**src/rtl/pool_window_sequencer_if.sv**
```systemverilog
// Stream-side signal bundle for the 3x3 pooling window sequencer.
// The slave view belongs to the sequencer. The master view belongs to whatever feeds and drains it.
interface pool_window_sequencer_if #(
    parameter int DW = 8
);
    logic          mode;
    logic          in_valid;
    logic          in_ready;
    logic [DW-1:0] in_data;
    logic          out_valid;
    logic          out_ready;
    logic [DW-1:0] out_data;
    logic          out_last;
    logic          busy;
    logic          done;

    modport master (
        output mode, in_valid, in_data, out_ready,
        input  in_ready, out_valid, out_data, out_last, busy, done
    );

    modport slave (
        input  mode, in_valid, in_data, out_ready,
        output in_ready, out_valid, out_data, out_last, busy, done
    );
endinterface

```
**src/rtl/pool_window_sequencer.sv**
```systemverilog
// Buffers one IMG x IMG frame, then scans every WIN x WIN stride-1 window one element per cycle.
// It emits one max or average result per window, with valid/ready backpressure on the output.
module pool_window_sequencer #(
    parameter int DW  = 8,
    parameter int IMG = 8,
    parameter int WIN = 3
) (
    input  logic                   clk,
    input  logic                   rst,
    pool_window_sequencer_if.slave bus
);
    localparam int CW  = (IMG > 1) ? $clog2(IMG) : 1;
    localparam int AW  = (IMG > 1) ? $clog2(IMG * IMG) : 1;
    localparam int ACW = DW + 4;
    localparam logic [CW-1:0]  POS_LAST   = CW'(IMG - 1);
    localparam logic [CW-1:0]  WIN_LAST   = CW'(IMG - WIN);
    localparam logic [CW-1:0]  EL_LAST    = CW'(WIN - 1);
    localparam logic [CW-1:0]  C_ONE      = CW'(1);
    localparam logic [CW-1:0]  C_ZERO     = CW'(0);
    localparam logic [AW-1:0]  ROW_STRIDE = AW'(IMG);
    localparam logic [ACW-1:0] WIN_AREA   = ACW'(WIN * WIN);

    typedef enum logic [1:0] {
        IDLE = 2'd0,
        LOAD = 2'd1,
        SCAN = 2'd2,
        EMIT = 2'd3
    } state_t;

    state_t          state_r, state_s;
    logic [DW-1:0]   buf_r [IMG*IMG];
    logic [CW-1:0]   row_r, col_r, i_r, j_r, k_r, l_r;
    logic            mode_r;
    logic [ACW-1:0]  acc_r, acc_s, base_s, elem_ext_s, result_s;
    logic [AW-1:0]   wr_addr_s, rd_addr_s;
    logic [DW-1:0]   elem_s;
    logic            in_ready_r, out_valid_r, out_last_r, busy_r, done_r;
    logic [DW-1:0]   out_data_r;
    logic            in_fire_s, out_fire_s, load_last_s, el_last_s, win_last_s;

    assign in_fire_s   = bus.in_valid & in_ready_r;
    assign out_fire_s  = out_valid_r & bus.out_ready;
    assign load_last_s = (row_r == POS_LAST) && (col_r == POS_LAST);
    assign el_last_s   = (k_r == EL_LAST) && (l_r == EL_LAST);
    assign win_last_s  = (i_r == WIN_LAST) && (j_r == WIN_LAST);
    assign wr_addr_s   = AW'(row_r) * ROW_STRIDE + AW'(col_r);
    assign rd_addr_s   = (AW'(i_r) + AW'(k_r)) * ROW_STRIDE + AW'(j_r) + AW'(l_r);
    assign elem_s      = buf_r[rd_addr_s];

    assign bus.in_ready  = in_ready_r;
    assign bus.out_valid = out_valid_r;
    assign bus.out_data  = out_data_r;
    assign bus.out_last  = out_last_r;
    assign bus.busy      = busy_r;
    assign bus.done      = done_r;

    // Frame buffer write port; contents need no reset
    always_ff @(posedge clk) begin
        if (in_fire_s) begin
            buf_r[wr_addr_s] <= bus.in_data;
        end
    end

    // Window accumulator: the first element of a window restarts the max or the sum
    always_comb begin
        elem_ext_s = {{(ACW-DW){1'b0}}, elem_s};
        if ((k_r == C_ZERO) && (l_r == C_ZERO)) begin
            base_s = {ACW{1'b0}};
        end else begin
            base_s = acc_r;
        end
        if (mode_r) begin
            acc_s = base_s + elem_ext_s;
        end else if (elem_ext_s > base_s) begin
            acc_s = elem_ext_s;
        end else begin
            acc_s = base_s;
        end
        if (mode_r) begin
            result_s = acc_s / WIN_AREA;
        end else begin
            result_s = acc_s;
        end
    end

    // State register
    always_ff @(posedge clk or posedge rst) begin
        if (rst) begin
            state_r <= IDLE;
        end else begin
            state_r <= state_s;
        end
    end

    // Next-state logic
    always_comb begin
        state_s = state_r;
        case (state_r)
            IDLE: begin
                if (in_fire_s) state_s = LOAD;
                else           state_s = IDLE;
            end
            LOAD: begin
                if (in_fire_s && load_last_s) state_s = SCAN;
                else                          state_s = LOAD;
            end
            SCAN: begin
                if (el_last_s) state_s = EMIT;
                else           state_s = SCAN;
            end
            EMIT: begin
                if (out_fire_s && win_last_s) state_s = IDLE;
                else if (out_fire_s)          state_s = SCAN;
                else                          state_s = EMIT;
            end
            default: state_s = IDLE;
        endcase
    end

    // Counters, latched mode, accumulator and registered outputs
    always_ff @(posedge clk or posedge rst) begin
        if (rst) begin
            row_r       <= C_ZERO;
            col_r       <= C_ZERO;
            i_r         <= C_ZERO;
            j_r         <= C_ZERO;
            k_r         <= C_ZERO;
            l_r         <= C_ZERO;
            mode_r      <= 1'b0;
            acc_r       <= {ACW{1'b0}};
            in_ready_r  <= 1'b1;
            out_valid_r <= 1'b0;
            out_data_r  <= {DW{1'b0}};
            out_last_r  <= 1'b0;
            busy_r      <= 1'b0;
            done_r      <= 1'b0;
        end else begin
            done_r <= 1'b0;
            case (state_r)
                IDLE, LOAD: begin
                    if (in_fire_s) begin
                        if (state_r == IDLE) begin
                            mode_r <= bus.mode;
                            busy_r <= 1'b1;
                        end
                        if (load_last_s) begin
                            row_r      <= C_ZERO;
                            col_r      <= C_ZERO;
                            in_ready_r <= 1'b0;
                        end else if (col_r == POS_LAST) begin
                            col_r <= C_ZERO;
                            row_r <= row_r + C_ONE;
                        end else begin
                            col_r <= col_r + C_ONE;
                        end
                    end
                end
                SCAN: begin
                    acc_r <= acc_s;
                    if (el_last_s) begin
                        k_r         <= C_ZERO;
                        l_r         <= C_ZERO;
                        out_data_r  <= DW'(result_s);
                        out_valid_r <= 1'b1;
                        out_last_r  <= win_last_s;
                    end else if (l_r == EL_LAST) begin
                        l_r <= C_ZERO;
                        k_r <= k_r + C_ONE;
                    end else begin
                        l_r <= l_r + C_ONE;
                    end
                end
                EMIT: begin
                    if (out_fire_s) begin
                        out_valid_r <= 1'b0;
                        out_last_r  <= 1'b0;
                        // The final handshake re-opens the input for the next frame
                        if (win_last_s) begin
                            i_r        <= C_ZERO;
                            j_r        <= C_ZERO;
                            in_ready_r <= 1'b1;
                            busy_r     <= 1'b0;
                            done_r     <= 1'b1;
                        end else if (j_r == WIN_LAST) begin
                            j_r <= C_ZERO;
                            i_r <= i_r + C_ONE;
                        end else begin
                            j_r <= j_r + C_ONE;
                        end
                    end
                end
                default: begin
                    out_valid_r <= 1'b0;
                end
            endcase
        end
    end
endmodule

```
**src/flat_wrapper.sv**
```systemverilog
// flat-port wrapper written by rule: the top's interface ports become plain ports
module pool_window_sequencer_flat 
#(
    parameter int DW  = 8,
    parameter int IMG = 8,
    parameter int WIN = 3
)
  (clk, rst, bus_mode, bus_in_valid, bus_in_data, bus_out_ready, bus_in_ready, bus_out_valid, bus_out_data, bus_out_last, bus_busy, bus_done);
  pool_window_sequencer_if #(.DW(DW)) bus_i ();
  input  logic clk;
  input  logic rst;
  input wire logic [$bits(bus_i.mode)-1:0] bus_mode;
  input wire logic [$bits(bus_i.in_valid)-1:0] bus_in_valid;
  input wire logic [$bits(bus_i.in_data)-1:0] bus_in_data;
  input wire logic [$bits(bus_i.out_ready)-1:0] bus_out_ready;
  output wire logic [$bits(bus_i.in_ready)-1:0] bus_in_ready;
  output wire logic [$bits(bus_i.out_valid)-1:0] bus_out_valid;
  output wire logic [$bits(bus_i.out_data)-1:0] bus_out_data;
  output wire logic [$bits(bus_i.out_last)-1:0] bus_out_last;
  output wire logic [$bits(bus_i.busy)-1:0] bus_busy;
  output wire logic [$bits(bus_i.done)-1:0] bus_done;
  assign bus_i.mode = bus_mode;
  assign bus_i.in_valid = bus_in_valid;
  assign bus_i.in_data = bus_in_data;
  assign bus_i.out_ready = bus_out_ready;
  assign bus_in_ready = bus_i.in_ready;
  assign bus_out_valid = bus_i.out_valid;
  assign bus_out_data = bus_i.out_data;
  assign bus_out_last = bus_i.out_last;
  assign bus_busy = bus_i.busy;
  assign bus_done = bus_i.done;
  pool_window_sequencer #(.DW(DW), .IMG(IMG), .WIN(WIN)) u_core (.clk(clk), .rst(rst), .bus(bus_i));
endmodule
```
**config.mk**
```make
export PLATFORM = sky130hd
export DESIGN_NAME = pool_window_sequencer_flat
export DESIGN_NICKNAME = d
export VERILOG_FILES = /design/src/rtl/pool_window_sequencer_if.sv /design/src/rtl/pool_window_sequencer.sv /design/src/flat_wrapper.sv
export SDC_FILE = /design/constraint.sdc
export NUM_CORES = 1
export LEC_CHECK = 0
export BUFFER_PORTS_ARGS = -buffer_cell sky130_fd_sc_hd__buf_4
export CAP_MARGIN = 20
export CORE_MARGIN = 3
export CORE_UTILIZATION = 45
export DETAILED_ROUTE_END_ITERATION = 7
export GPL_ROUTABILITY_DRIVEN = 0
export GPL_TIMING_DRIVEN = 0
export PLACE_DENSITY = 0.63
export SLEW_MARGIN = 0
export SYNTH_ARGS = -nofsm -noshare
export SYNTH_HDL_FRONTEND = slang
export SYNTH_SLANG_ARGS = --single-unit
```
**constraint.sdc**
```tcl
create_clock -name clk -period 8.9 [get_ports clk]
set_input_delay 0.89 -clock clk [delete_from_list [all_inputs] [get_ports clk]]
set_output_delay 0.89 -clock clk [all_outputs]
set_load 0.03 [all_outputs]
```
==> results of run 1 <==
[path summary, 6_finish.rpt]
| check | from | end |
|---|---|---|
| max | u_core.j_r[0]$_DFFE_PP0P_ | u_core.bus.out_data[1]$_DFFE_PP0P_ |
| min reg2reg | u_core.acc_r[0]$_DFFE_PP0P_ | u_core.acc_r[0]$_DFFE_PP0P_ |
| min in group clk | u_core.acc_r[0]$_DFFE_PP0P_ | u_core.acc_r[0]$_DFFE_PP0P_ |
| max in group asynchronous | rst | u_core.bus.in_ready$_DFFE_PP1P_ |
| min | rst | u_core.acc_r[3]$_DFFE_PP0P_ |
| max reg2reg | u_core.j_r[0]$_DFFE_PP0P_ | u_core.bus.out_data[1]$_DFFE_PP0P_ |
[flip-flops by register name (all words and copies together), names as in the netlist]
register              count
u_core.j_r                3
u_core.row_r              3
u_core.col_r              3
u_core.bus.done           1
u_core.l_r                3
u_core.buf_r            512
u_core.i_r                3
u_core.bus.in_ready       1
u_core.bus.busy           1
u_core.k_r                3
u_core.bus.out_data       8
u_core.state_r            2
u_core.bus.out_valid      1
u_core.mode_r             1
u_core.bus.out_last       1
u_core.acc_r             12
[critical path: cells and delay by family, from the launching register on]
kind / cells / cell delay, ns
multiplexers: 4 / 1.33
flip-flops: 1 / 0.41
adder cells (fa/ha/maj): 4 / 1.24
buffers and inverters: 7 / 1.14
AND/OR/NAND/NOR: 4 / 0.69
AO/OA/AOI/OAI: 15 / 3.70
[stage by stage]
step                      hold WS [ns]  cell area (um^2)  setup TNS (ns)  util (%)  total power, uW
final                            0.274             28300               0      52.3             5120
after global routing             0.291             28300         -0.0250      52.3             5250
after CTS                        0.255             27900               0      51.5             5150
after detailed placement         0.468             25900           -2.60      47.9             2960
after global placement           0.463             25800           -7.30      47.7             2960
after floorplan                  0.442             24800               0         -             2920
[layer usage]
layer  up-vias  routed length, um
met5         -                  0
met4         0               1950
met3       125               4980
met2       661              31600
met1      7547              27100
li1       6285                  -
[synth_stat cells (8+ instances only)]
master / n / area [um^2]
xnor2_1: 13 / 114
mux2i_1: 41 / 410
mux2_2: 15 / 169
nor2b_1: 8 / 50.1
and2_1: 8 / 50.1
nand2_1: 85 / 319
nor2_1: 121 / 454
nand3b_1: 10 / 75.1
nand2b_1: 13 / 81.3
buf_2: 21 / 105
a311oi_1: 8 / 70.1
dfrtp_1: 45 / 1130
nand4_1: 10 / 62.6
nand3_1: 50 / 250
o21ai_0: 52 / 260
a21oi_1: 46 / 230
nor3_1: 22 / 110
a31oi_1: 8 / 50.1
a211oi_1: 11 / 82.6
edfxtp_1: 512 / 15400
a21o_1: 11 / 82.6
mux4_2: 137 / 3090
clkbuf_1: 44 / 165
inv_1: 34 / 128
ha_1: 32 / 400
[cells by family (layout without fill, tap and decap cells)]
family | after synthesis | in the layout
adder cells (fa/ha/maj) | 36 | 36
AND/OR/NAND/NOR | 376 | 376
flip-flops | 558 | 558
buffers and inverters | 110 | 260
AO/OA/AOI/OAI | 225 | 225
XOR/XNOR | 20 | 20
multiplexers | 194 | 194
[power by group through the flow]
stage	logic [uW]	clock network, uW	registers [uW]
after floorplan	3.15	0	2920
after global placement	41.5	0	2920
after detailed placement	46.9	0	2920
after CTS	46.5	2240	2860
after global routing	49.9	2340	2860
final	45.6	2210	2860
[repair_timing]
item	4_1_cts	5_1_grt
resized for setup	68	83
setup endpoints to repair	3	2
pin swaps	7	13
setup buffers	8	11
[area by class of cell]
class	count	area [um^2]
clock inverter	31	208
multi-input combinational	851	8200
clock buffer	70	1480
fill	4315	25800
inverter	34	128
buffer	73	453
sequential	558	16500
tap	696	871
timing repair buffer	52	453
==> summary.md, run 1 <==
| Metric | Value |
|---|---|
| Synth cell types | 97 |
| Routing usage on met1 | 32.3% |
| Die X | 241 um |
| Mux contribution to synthesized area | 14.8% |
| Clock tree sinks | 558 |
| CTS Root Buffer Type | clkbuf_16 |
| Final HPWL DP | ~43000 um |
| Pwr/cell area | 181 mW/mm^2 |
| Setup CP Type | flip-flop to flip-flop |
| IO Count | 26 |
| Pleak | 0.00953 uW |
| Register bit total from synthesis | 558 |
| CTS tree | built |
| Met3 Use GR | 3.84% |
| Cell row count | 85 |
| Post-route clock period utilization | 96.8% |
| R2r setup slk | 0.29 ns |
| Max IR drop VDD | approximately 0.16 mV |
| Clock Path Buffers | 3 |
| Adder-cell share of the synthesized area | 1.90% |
| Crit path DAT | around 9.2 ns |
| Reg clk slew, reported paths | 0.07 ns |
| Vias per inst | 6.18 |
| Synth Instances | 1519 |
| Max Freq | between 100 and 150 MHz |
| CTS HTree Levels | 2 |
| Final WL | ~66000 um |
| Share of post-route cells with drive strength above 1 | 24.7% |
| Core ar. | 0.0541 mm^2 |
| Crit end category | flip-flop |
| CTS Buf Count | 56 |
| Synth warn | 0 |
| XOR/XNOR Fraction of Synth Area | 0.768% |
| Most frequent cells in the layout | edfxtp_1 (512), mux4_2 (137), nor2_1 (114), nand2_1 (83), buf_4 (59) |
| Internal power | roughly 4100 uW |
| Max-Cap Viols | 0 |
| Async set or reset register ratio after synthesis | 8.24% |
| Largest family of logic cells by synthesized area | multiplexers |
| # setup viols final | 0 |
| Comb pwr share | 0.9% |
| Reg power frac | around 56% |
| Post-synthesis compound-gate area fraction | 6.33% |
| Crit-path max FO | 10 |
| Initial core utilization | 45.7% |
| # diodes | 0 |
| Tmin final | about 8.6 ns |
| Sw Share | roughly a fifth |
| Startpoint types | flip-flop |
| Post-synthesis average cell area | 16.3 um^2 |
| DR WL/cell | 27.7 um |
| Final Hold Fails | 0 |
| Largest net degree at the start of global routing | 65 |
| Global-route wire length before repair | 95900 um |
| Buffers on Ports | 25 |
| Vias | 14600 |
| Mapped Area | 0.0248 mm^2 |
| Met2 Track Usage GR | 36.9% |
| Vias in the first global route | 14300 |
| Grt peak-use layer | met2 |
| Worst skew pair latency | 0.61 ns |
| Post-synthesis simple-gate area fraction | 7.46% |
| Drt initial violations | about 1800 |
| Syn nets | 1567 |
| Drc violations | 0 |
| Die area | 0.0579 mm^2 |
| Grt total ovfl | 0 |
| Dpl cells | approximately 2200 |
| CP max stage cell | mux4_2 |
| Switch Pwr | 1020 uW |
| Worst setup margin | approximately 0.29 ns |
| Syn-to-layout area delta | 14.4% |
| Worst Max-Slew Pin Slew | roughly 1.1 ns |
| Fin cells | 2365 |
| Hold-fix buffers, CTS | 0 |
| Crit path largest cell delay | 0.53 ns |
| GRT Total Usage | between 20% and 30% |
| Setup Skew | 0.0179 ns |
| HP Class | primary input to async pin |
| Top FF cell, synth | edfxtp_1 |
| Die extent in y | about 240 um |
| Pre-CTS setup slack | -1.11 ns |
| Post-detailed-route count of antenna-violating nets | 0 |
| Commonest non-fill, non-tap cell in the layout | edfxtp_1 |
| EDFF count, synth | between 500 and 600 |
| Nets | between 1500 and 2000 |
| Most frequent CP cell | ha_1 |
| Reg2reg path depth | 34 |
| DRT Pass-1 Iters | 6 |
| Final Max Tran Viols | 0 |
| Critical Path RT | between 9 and 10 ns |
| Clock power frac | 43.2% |
| Number of antenna violations at the first check in global routing | 0 |
| Max-slew headroom | 25.3% |
| Seq/Total Area, Yosys | between 60 and 70% |
| Status | complete, no violations |
Note: power is estimated with default switching activity, not from simulation.
==> inputs of run 2 (changes only) <==
--- a/config.mk
+++ b/config.mk
@@ -7,7 +7,7 @@
 export LEC_CHECK = 0
 export BUFFER_PORTS_ARGS = -buffer_cell sky130_fd_sc_hd__buf_4
 export CAP_MARGIN = 20
-export CORE_MARGIN = 3
+export CORE_MARGIN = 8
 export CORE_UTILIZATION = 45
 export DETAILED_ROUTE_END_ITERATION = 7
 export GPL_ROUTABILITY_DRIVEN = 0
==> run 2 against run 1 <==
  * Register-to-register slack worse by 0.095 ns
  * Total power up 2.7%
  * Critical endpoint is now u_core.bus.out_data[0]$_DFFE_PP0P_
  * Clock power up 6%
  * Utilization shrank 0.21 points
  * Global-route usage down 2.3 points
  * Clock skew up 0.0056 ns
  * Critical path type unchanged
  * Fmax down 1.1%
  * Worst hold slack got worse by 0.13 ns
==> summary.md, run 2 (synthesis gave the netlist of run 1 again) <==
| Metric | Value |
|---|---|
| Worst Max-Slew Pin Slew | 1.09 ns (-0.0238 ns) |
| Biggest register | u_core.buf_r |
| Crit path largest cell delay | 0.47 ns (-0.06 ns) |
| Global-route wire length before repair | 95800 um (about the same) |
| Grt total ovfl | 0 (unchanged) |
| Die X | 251 um (+4.2%) |
| Final HPWL DP | 43100 um (+0.68%) |
| Pleak | 0.00961 uW (+0.84%) |
| Core ar. | 0.0548 mm^2 (+1.2%) |
| M1 wire length | 26600 um (-1.5%) |
| Nets | 1678 (+0.24%) |
| Post-Layout Inst Area | 0.0285 mm^2 (+0.76%) |
| Die extent in y | 251 um (+4.2%) |
| Setup Skew | 0.0236 ns (+0.00564 ns) |
| Status | complete, no violations |
| Startpoint types | flip-flop |
| Critical Path RT | 9.43 ns (about the same) |
| CTS HTree Levels | 2 (unchanged) |
| IO Count | 26 (unchanged) |
| Final WL | 65900 um (+0.49%) |
| Cell row count | 86 (+1.2%) |
| Commonest non-fill, non-tap cell in the layout | edfxtp_1 |
| Max-Cap Viols | 0 (unchanged) |
| Final Hold Fails | 0 (unchanged) |
| Final Max Tran Viols | 0 (unchanged) |
| Clock Path Buffers | 3 (unchanged) |
| Met2 wire length | 32000 um (+1.4%) |
| Worst skew pair latency | 0.62 ns (about the same) |
| Most frequent CP cell | buf_4 |
| Top routing layer in use | met4 |
| Post-detailed-route count of antenna-violating nets | 0 (unchanged) |
| GRT Total Usage | 20.5% (-2.3 points) |
| DR WL/cell | 27.7 um (-0.10%) |
| Crit end category | flip-flop |
| Largest net degree at the start of global routing | 65 (unchanged) |
| Worst setup margin | 0.191 ns (-0.0952 ns) |
| Drc violations | 0 (unchanged) |
| Pre-CTS setup slack | -1.61 ns (-0.494 ns) |
| Max-slew headroom | 26.9% (+1.6 points) |
| CTS Buf Count | 57 (+1.8%) |
| Max Freq | 115 MHz (-1.1%) |
| DRT Pass-1 Iters | 6 (unchanged) |
| Max reg flops | 512 (unchanged) |
| CTS Root Buffer Type | clkbuf_16 |
| CP max stage cell | buf_2 |
| HP Class | primary input to async pin |
| Clock tree sinks | 558 (unchanged) |
| Syn-to-layout area delta | 15.3% |
| Vias in the first global route | 14400 (+0.53%) |
| Crit path DAT | 9.24 ns (+0.08 ns) |
| Drt initial violations | 1775 (+0.68%) |
| Die area | 0.0628 mm^2 (+8.5%) |
| Share of post-route cells with drive strength above 1 | 25.7% (+0.93 points) |
| Max IR drop VDD | 0.158 mV (-0.51%) |
| Most frequent cells in the layout | edfxtp_1 (512), mux4_2 (137), nor2_1 (115), nand2_1 (83), buf_4 (62) |
| Placed cell area | 0.0259 mm^2 (-0.19%) |
| # setup viols final | 0 (unchanged) |
| Reg clk slew, reported paths | 0.07 ns (about the same) |
| Setup CP Type | flip-flop to flip-flop |
| Tmin final | 8.71 ns (+0.0952 ns) |
| Hold-fix buffers, CTS | 0 (unchanged) |
| Vias per inst | 6.19 (+0.12%) |
| Buffers on Ports | 25 (unchanged) |
| Pwr/cell area | 184 mW/mm^2 (+1.9%) |
| Number of antenna violations at the first check in global routing | 0 (unchanged) |
| Initial core utilization | 45.2% (-0.53 points) |
| Crit-path max FO | 10 (unchanged) |
| Metal3 WL | 5080 um (+2.1%) |
| Vias | 14700 (+0.71%) |
| # diodes | 0 (unchanged) |
| CTS tree | built |
| Post-route clock period utilization | 97.8% (+1.1 points) |
run 2: area by class of cell:
type                    instances  area (um^2)
plain buffers                  73          500
flip-flops and latches        558        16500
well taps                     704          881
clock buffers                  73         1520
clock inverters                31          305
multi-input cells             851         8230
repair buffers                 55          445
fillers                      4352        26200
inverters                      34          128
run 2: routing by layer:
metal	up-vias	GRT usage, %
li1	6307	-
met1	7607	27.9
met2	682	33.5
met3	126	3.18
met4	0	7.25
met5	-	0
run 2: worst max-delay path, delay by kind of cell, from the launching register on:
| kind | cells | cell delay [ns] |
|---|---|---|
| AO/OA/AOI/OAI | 12 | 3.45 |
| buffers and inverters | 8 | 2.14 |
| adder cells (fa/ha/maj) | 2 | 0.65 |
| flip-flops | 1 | 0.42 |
| multiplexers | 2 | 0.54 |
| AND/OR/NAND/NOR | 7 | 1.38 |
run 2: path summary, 6_finish.rpt:
kind                                               startpoint                            endpoint  slack (ns)  cells after the start
min reg2reg                u_core.bus.out_data[2]$_DFFE_PP0P_  u_core.bus.out_data[2]$_DFFE_PP0P_        0.48                      2
max in group asynchronous                                 rst     u_core.bus.in_ready$_DFFE_PP1P_        8.22                      3
max                                 u_core.j_r[0]$_DFFE_PP0P_  u_core.bus.out_data[0]$_DFFE_PP0P_        0.19                     31
min in group clk           u_core.bus.out_data[2]$_DFFE_PP0P_  u_core.bus.out_data[2]$_DFFE_PP0P_        0.48                      2
min                                                       rst  u_core.bus.out_data[2]$_DFFE_PP0P_        0.15                      2
max reg2reg                         u_core.j_r[0]$_DFFE_PP0P_  u_core.bus.out_data[0]$_DFFE_PP0P_        0.19                     31
run 2: per-stage QoR:
stage / utilization (%) / std cells / total power (uW) / setup TNS (ns) / hold slack, ns
floorplan: - / 1519 / 2920 / 0 / 0.442
global placement: 47.2 / 2248 / 2960 / -6.13 / 0.460
detailed placement: 47.3 / 2253 / 2960 / -4.18 / 0.466
CTS: 51.1 / 2364 / 5280 / 0 / 0.133
global route: 52.1 / 2379 / 5370 / -0.0856 / 0.158
finish: 52.1 / 2379 / 5260 / 0 / 0.148
run 2: what timing repair did:
| action | CTS | global route |
|---|---|---|
| setup buffers | 8 | 17 |
| setup endpoints to repair | 5 | 2 |
| endpoints found under the hold margin | 0 | 0 |
| pin swaps | 7 | 18 |
| gates resized for setup | 72 | 104 |
| gates cloned | 0 | 0 |
run 2: power by group:
part | total, uW | internal [uW] | switching (uW)
clock network | 2350 | 1320 | 1020
logic | 44.9 | 4.35 | 40.6
registers | 2860 | 2860 | 0
total | 5260 | 4190 | 1070
==> inputs of run 3 (changes only) <==
--- a/config.mk
+++ b/config.mk
@@ -6,13 +6,12 @@
 export NUM_CORES = 1
 export LEC_CHECK = 0
 export BUFFER_PORTS_ARGS = -buffer_cell sky130_fd_sc_hd__buf_4
-export CAP_MARGIN = 20
 export CORE_MARGIN = 8
-export CORE_UTILIZATION = 45
+export CORE_UTILIZATION = 63
 export DETAILED_ROUTE_END_ITERATION = 7
 export GPL_ROUTABILITY_DRIVEN = 0
 export GPL_TIMING_DRIVEN = 0
-export PLACE_DENSITY = 0.63
+export PLACE_DENSITY = 0.82
 export SLEW_MARGIN = 0
 export SYNTH_ARGS = -nofsm -noshare
 export SYNTH_HDL_FRONTEND = slang
==> run 3 against run 2 <==
  * First-iteration DRC count increased by 55%
  * Worst hold slack improved by 0.12 ns
  * Wire length increased by 6.2%
  * Setup slack got worse by 0.043 ns
  * Utilization increased by 21 points
  * Clock skew increased by 0.025 ns
  * Critical path depth unchanged
  * Fmax decreased by 0.49%
  * Cell count decreased by 7.9%
  * Clock-buffer cell count decreased by 11
  * Final area decreased by 0.91%
  * Clock power decreased by 2%
==> summary.md, run 3 (synthesis gave the netlist of run 1 again) <==
| Metric | Value |
|---|---|
| Vias | 16000 (+8.5%) |
| Switch Pwr | 1070 uW (+0.55%) |
| Post-Layout Inst Area | 0.0283 mm^2 (-0.91%) |
| Max IR drop VDD | 0.227 mV (+44%) |
| Worst skew pair latency | 0.64 ns (+0.02 ns) |
| Vias per inst | 7.29 (+18%) |
| CTS Root Buffer Type | clkbuf_16 |
| Reg2reg path depth | 31 (unchanged) |
| Max-Cap Viols | 0 (unchanged) |
| Core ar. | 0.0387 mm^2 (-29%) |
| Delay-heaviest family, CP | compound AO/OA/AOI/OAI gates |
| # setup viols final | 0 (unchanged) |
| Crit path largest cell delay | 0.73 ns (+0.26 ns) |
| Grt total ovfl | 0 (unchanged) |
| Cell row count | 72 (-16%) |
| Nets | 1676 (-0.12%) |
| TNS Setup | 0 ns (unchanged) |
| Worst Max-Slew Pin Slew | 1.05 ns (-0.0375 ns) |
| Post-route clock period utilization | 98.3% (+0.48 points) |
| CP max stage cell | fa_2 |
| Post-detailed-route count of antenna-violating nets | 0 (unchanged) |
| Fillers | 2176 (-50%) |
| Final Hold Fails | 0 (unchanged) |
| Final WL | 70000 um (+6.2%) |
| Max reg flops | 512 (unchanged) |
| Setup CP Type | flip-flop to flip-flop |
| Global-route wire length before repair | 98000 um (+2.2%) |
| DR WL/cell | 31.9 um (+15%) |
| Clock power frac | 44.3% (-0.4 points) |
| Biggest register | u_core.buf_r |
| Syn-to-layout area delta | 14.2% |
| Clock Path Buffers | 3 (unchanged) |
| Final HPWL DP | 41400 um (-3.9%) |
| Critical Path RT | 9.41 ns (-0.02 ns) |
| Initial core utilization | 63.9% (+19 points) |
| CTS Buf Count | 55 (-3.5%) |
| R2r setup slk | 0.15 ns (-0.04 ns) |
| Drt initial violations | 2750 (+55%) |
| Comb pwr share | 0.9% (about the same) |
| Placed cell area | 0.0256 mm^2 (-1.1%) |
| Number of antenna violations at the first check in global routing | 2 (+2) |
| Most frequent CP cell | buf_4 |
| Commonest non-fill, non-tap cell in the layout | edfxtp_1 |
| Reg power frac | 54.8% (+0.4 points) |
| Drc violations | 0 (unchanged) |
| Sw Share | 20.5% (+0.25 points) |
| Most frequent cells in the layout | edfxtp_1 (512), mux4_2 (137), nor2_1 (117), nand2_1 (81), buf_4 (66) |
| FF-to-FF Start | u_core.j_r[0]$_DFFE_PP0P_ |
| Die extent in y | 214 um (-14%) |
| Max Freq | 114 MHz (-0.49%) |
| Crit path buffers/inverters | 6 (-2) |
| Share of post-route cells with drive strength above 1 | 25.4% (-0.30 points) |
| Final Max Tran Viols | 0 (unchanged) |
| Pleak | 0.00958 uW (-0.28%) |
| HP Class | primary input to async pin |
| Crit path DAT | 9.26 ns (+0.02 ns) |
| Status | complete, no violations |
| Setup Skew | 0.0485 ns (+0.0249 ns) |
| Crit-path max FO | 10 (unchanged) |
| Internal power | 4150 uW (-1.0%) |
| DRT Pass-1 Iters | 7 (+1) |
| Die area | 0.0459 mm^2 (-27%) |
| Buffers on Ports | 25 (unchanged) |
| Largest net degree at the start of global routing | 65 (unchanged) |
| CTS HTree Levels | 2 (unchanged) |
| IO Count | 26 (unchanged) |
| Worst r2r dst | u_core.bus.out_data[0]$_DFFE_PP0P_ |
| Pwr/cell area | 185 mW/mm^2 (+0.23%) |
| CTS tree | built |
| Vias in the first global route | 15500 (+7.5%) |
| Startpoint types | flip-flop |
| Crit end category | flip-flop |
| Reg clk slew, reported paths | 0.06 ns (about the same) |
| Max-slew headroom | 29.4% (+2.5 points) |
| Clock tree sinks | 558 (unchanged) |
| Die X | 214 um (-14%) |
| GRT Total Usage | 28.6% (+8.0 points) |
| Tmin final | 8.75 ns (+0.0427 ns) |
## run 3: cell count changes in the layout (fill, tap and decap cells not counted), sizes merged
cell | previous run | this run
buf | 88 | 89
bufinv | 4 | 5
clkbuf | 112 | 100
clkdlybuf4s15 | 0 | 1
clkinv | 24 | 30
clkinvlp | 2 | 1
diode | 0 | 1
dlymetal6s2s | 1 | 0
inv | 35 | 36
## run 3: worst max-delay path by stage
stage | endpoint | from | slack, ns | cells past startpoint
after CTS | u_core.bus.out_data[1]$_DFFE_PP0P_ | u_core.j_r[0]$_DFFE_PP0P_ | 0.05 | 31
after global placement | u_core.bus.out_data[1]$_DFFE_PP0P_ | u_core.j_r[0]$_DFFE_PP0P_ | -1.58 | 34
final | u_core.bus.out_data[0]$_DFFE_PP0P_ | u_core.j_r[0]$_DFFE_PP0P_ | 0.15 | 31
after detailed placement | u_core.bus.out_data[1]$_DFFE_PP0P_ | u_core.j_r[0]$_DFFE_PP0P_ | -1.92 | 34
after floorplan | u_core.bus.out_data[0]$_DFFE_PP0P_ | u_core.j_r[0]$_DFFE_PP0P_ | 0.89 | 32
after global routing | u_core.bus.out_data[0]$_DFFE_PP0P_ | u_core.j_r[0]$_DFFE_PP0P_ | -0.16 | 33
## run 3: area by class of cell
type / instances / area (um^2) / area share [%]
Antenna cell: 1 / 2.50 / 0.00885
Buffer: 71 / 518 / 1.83
Clock buffer: 62 / 1400 / 4.96
Clock inverter: 38 / 362 / 1.28
Inverter: 34 / 128 / 0.451
Multi-Input combinational cell: 851 / 8250 / 29.2
Sequential cell: 558 / 16500 / 58.5
Tap cell: 518 / 648 / 2.29
Timing Repair Buffer: 57 / 442 / 1.56
## run 3: what timing repair did
action / 4_1_cts / 5_1_grt
setup buffers: 11 / 20
pin swaps: 7 / 16
hold endpoints to repair: 0 / 0
resized for setup: 75 / 100
hold buffers: 0 / 0
endpoints found under the setup margin: 5 / 2
## run 3: metal layers
layer | wire [um] | up-vias | global-route usage [%] | share of wire, %
li1 | - | 6299 | - | -
met1 | 23400 | 7889 | 35.4 | 33
met2 | 33700 | 1433 | 46.0 | 48
met3 | 8630 | 349 | 7.48 | 12
met4 | 4210 | 4 | 15.3 | 6.0
met5 | 46 | - | 0 | 0.066
## run 3: power groups by stage
stage	sequential [uW]	clock [uW]	combinational, uW
global placement	2920	0	39.4
finish	2860	2310	46.1
CTS	2860	2290	44.3
floorplan	2920	0	3.15
global route	2860	2400	48.3
detailed placement	2920	0	44.2
## run 3: stage by stage
| stage | setup slack [ns] | total power (uW) | hold WS [ns] | std cells | util, % |
|---|---|---|---|---|---|
| 6_report | 0.149 | 5220 | 0.270 | 2190 | 73.0 |
| 5_1_grt | -0.163 | 5310 | 0.304 | 2189 | 73.0 |
| 4_1_cts | 0.0472 | 5200 | 0.271 | 2173 | 71.6 |
| 3_5_place_dp | -1.92 | 2960 | 0.472 | 2063 | 66.1 |
| 3_3_place_gp | -1.58 | 2960 | 0.461 | 2062 | 66.1 |
| 2_1_floorplan | 0.891 | 2920 | 0.442 | 1519 | - |
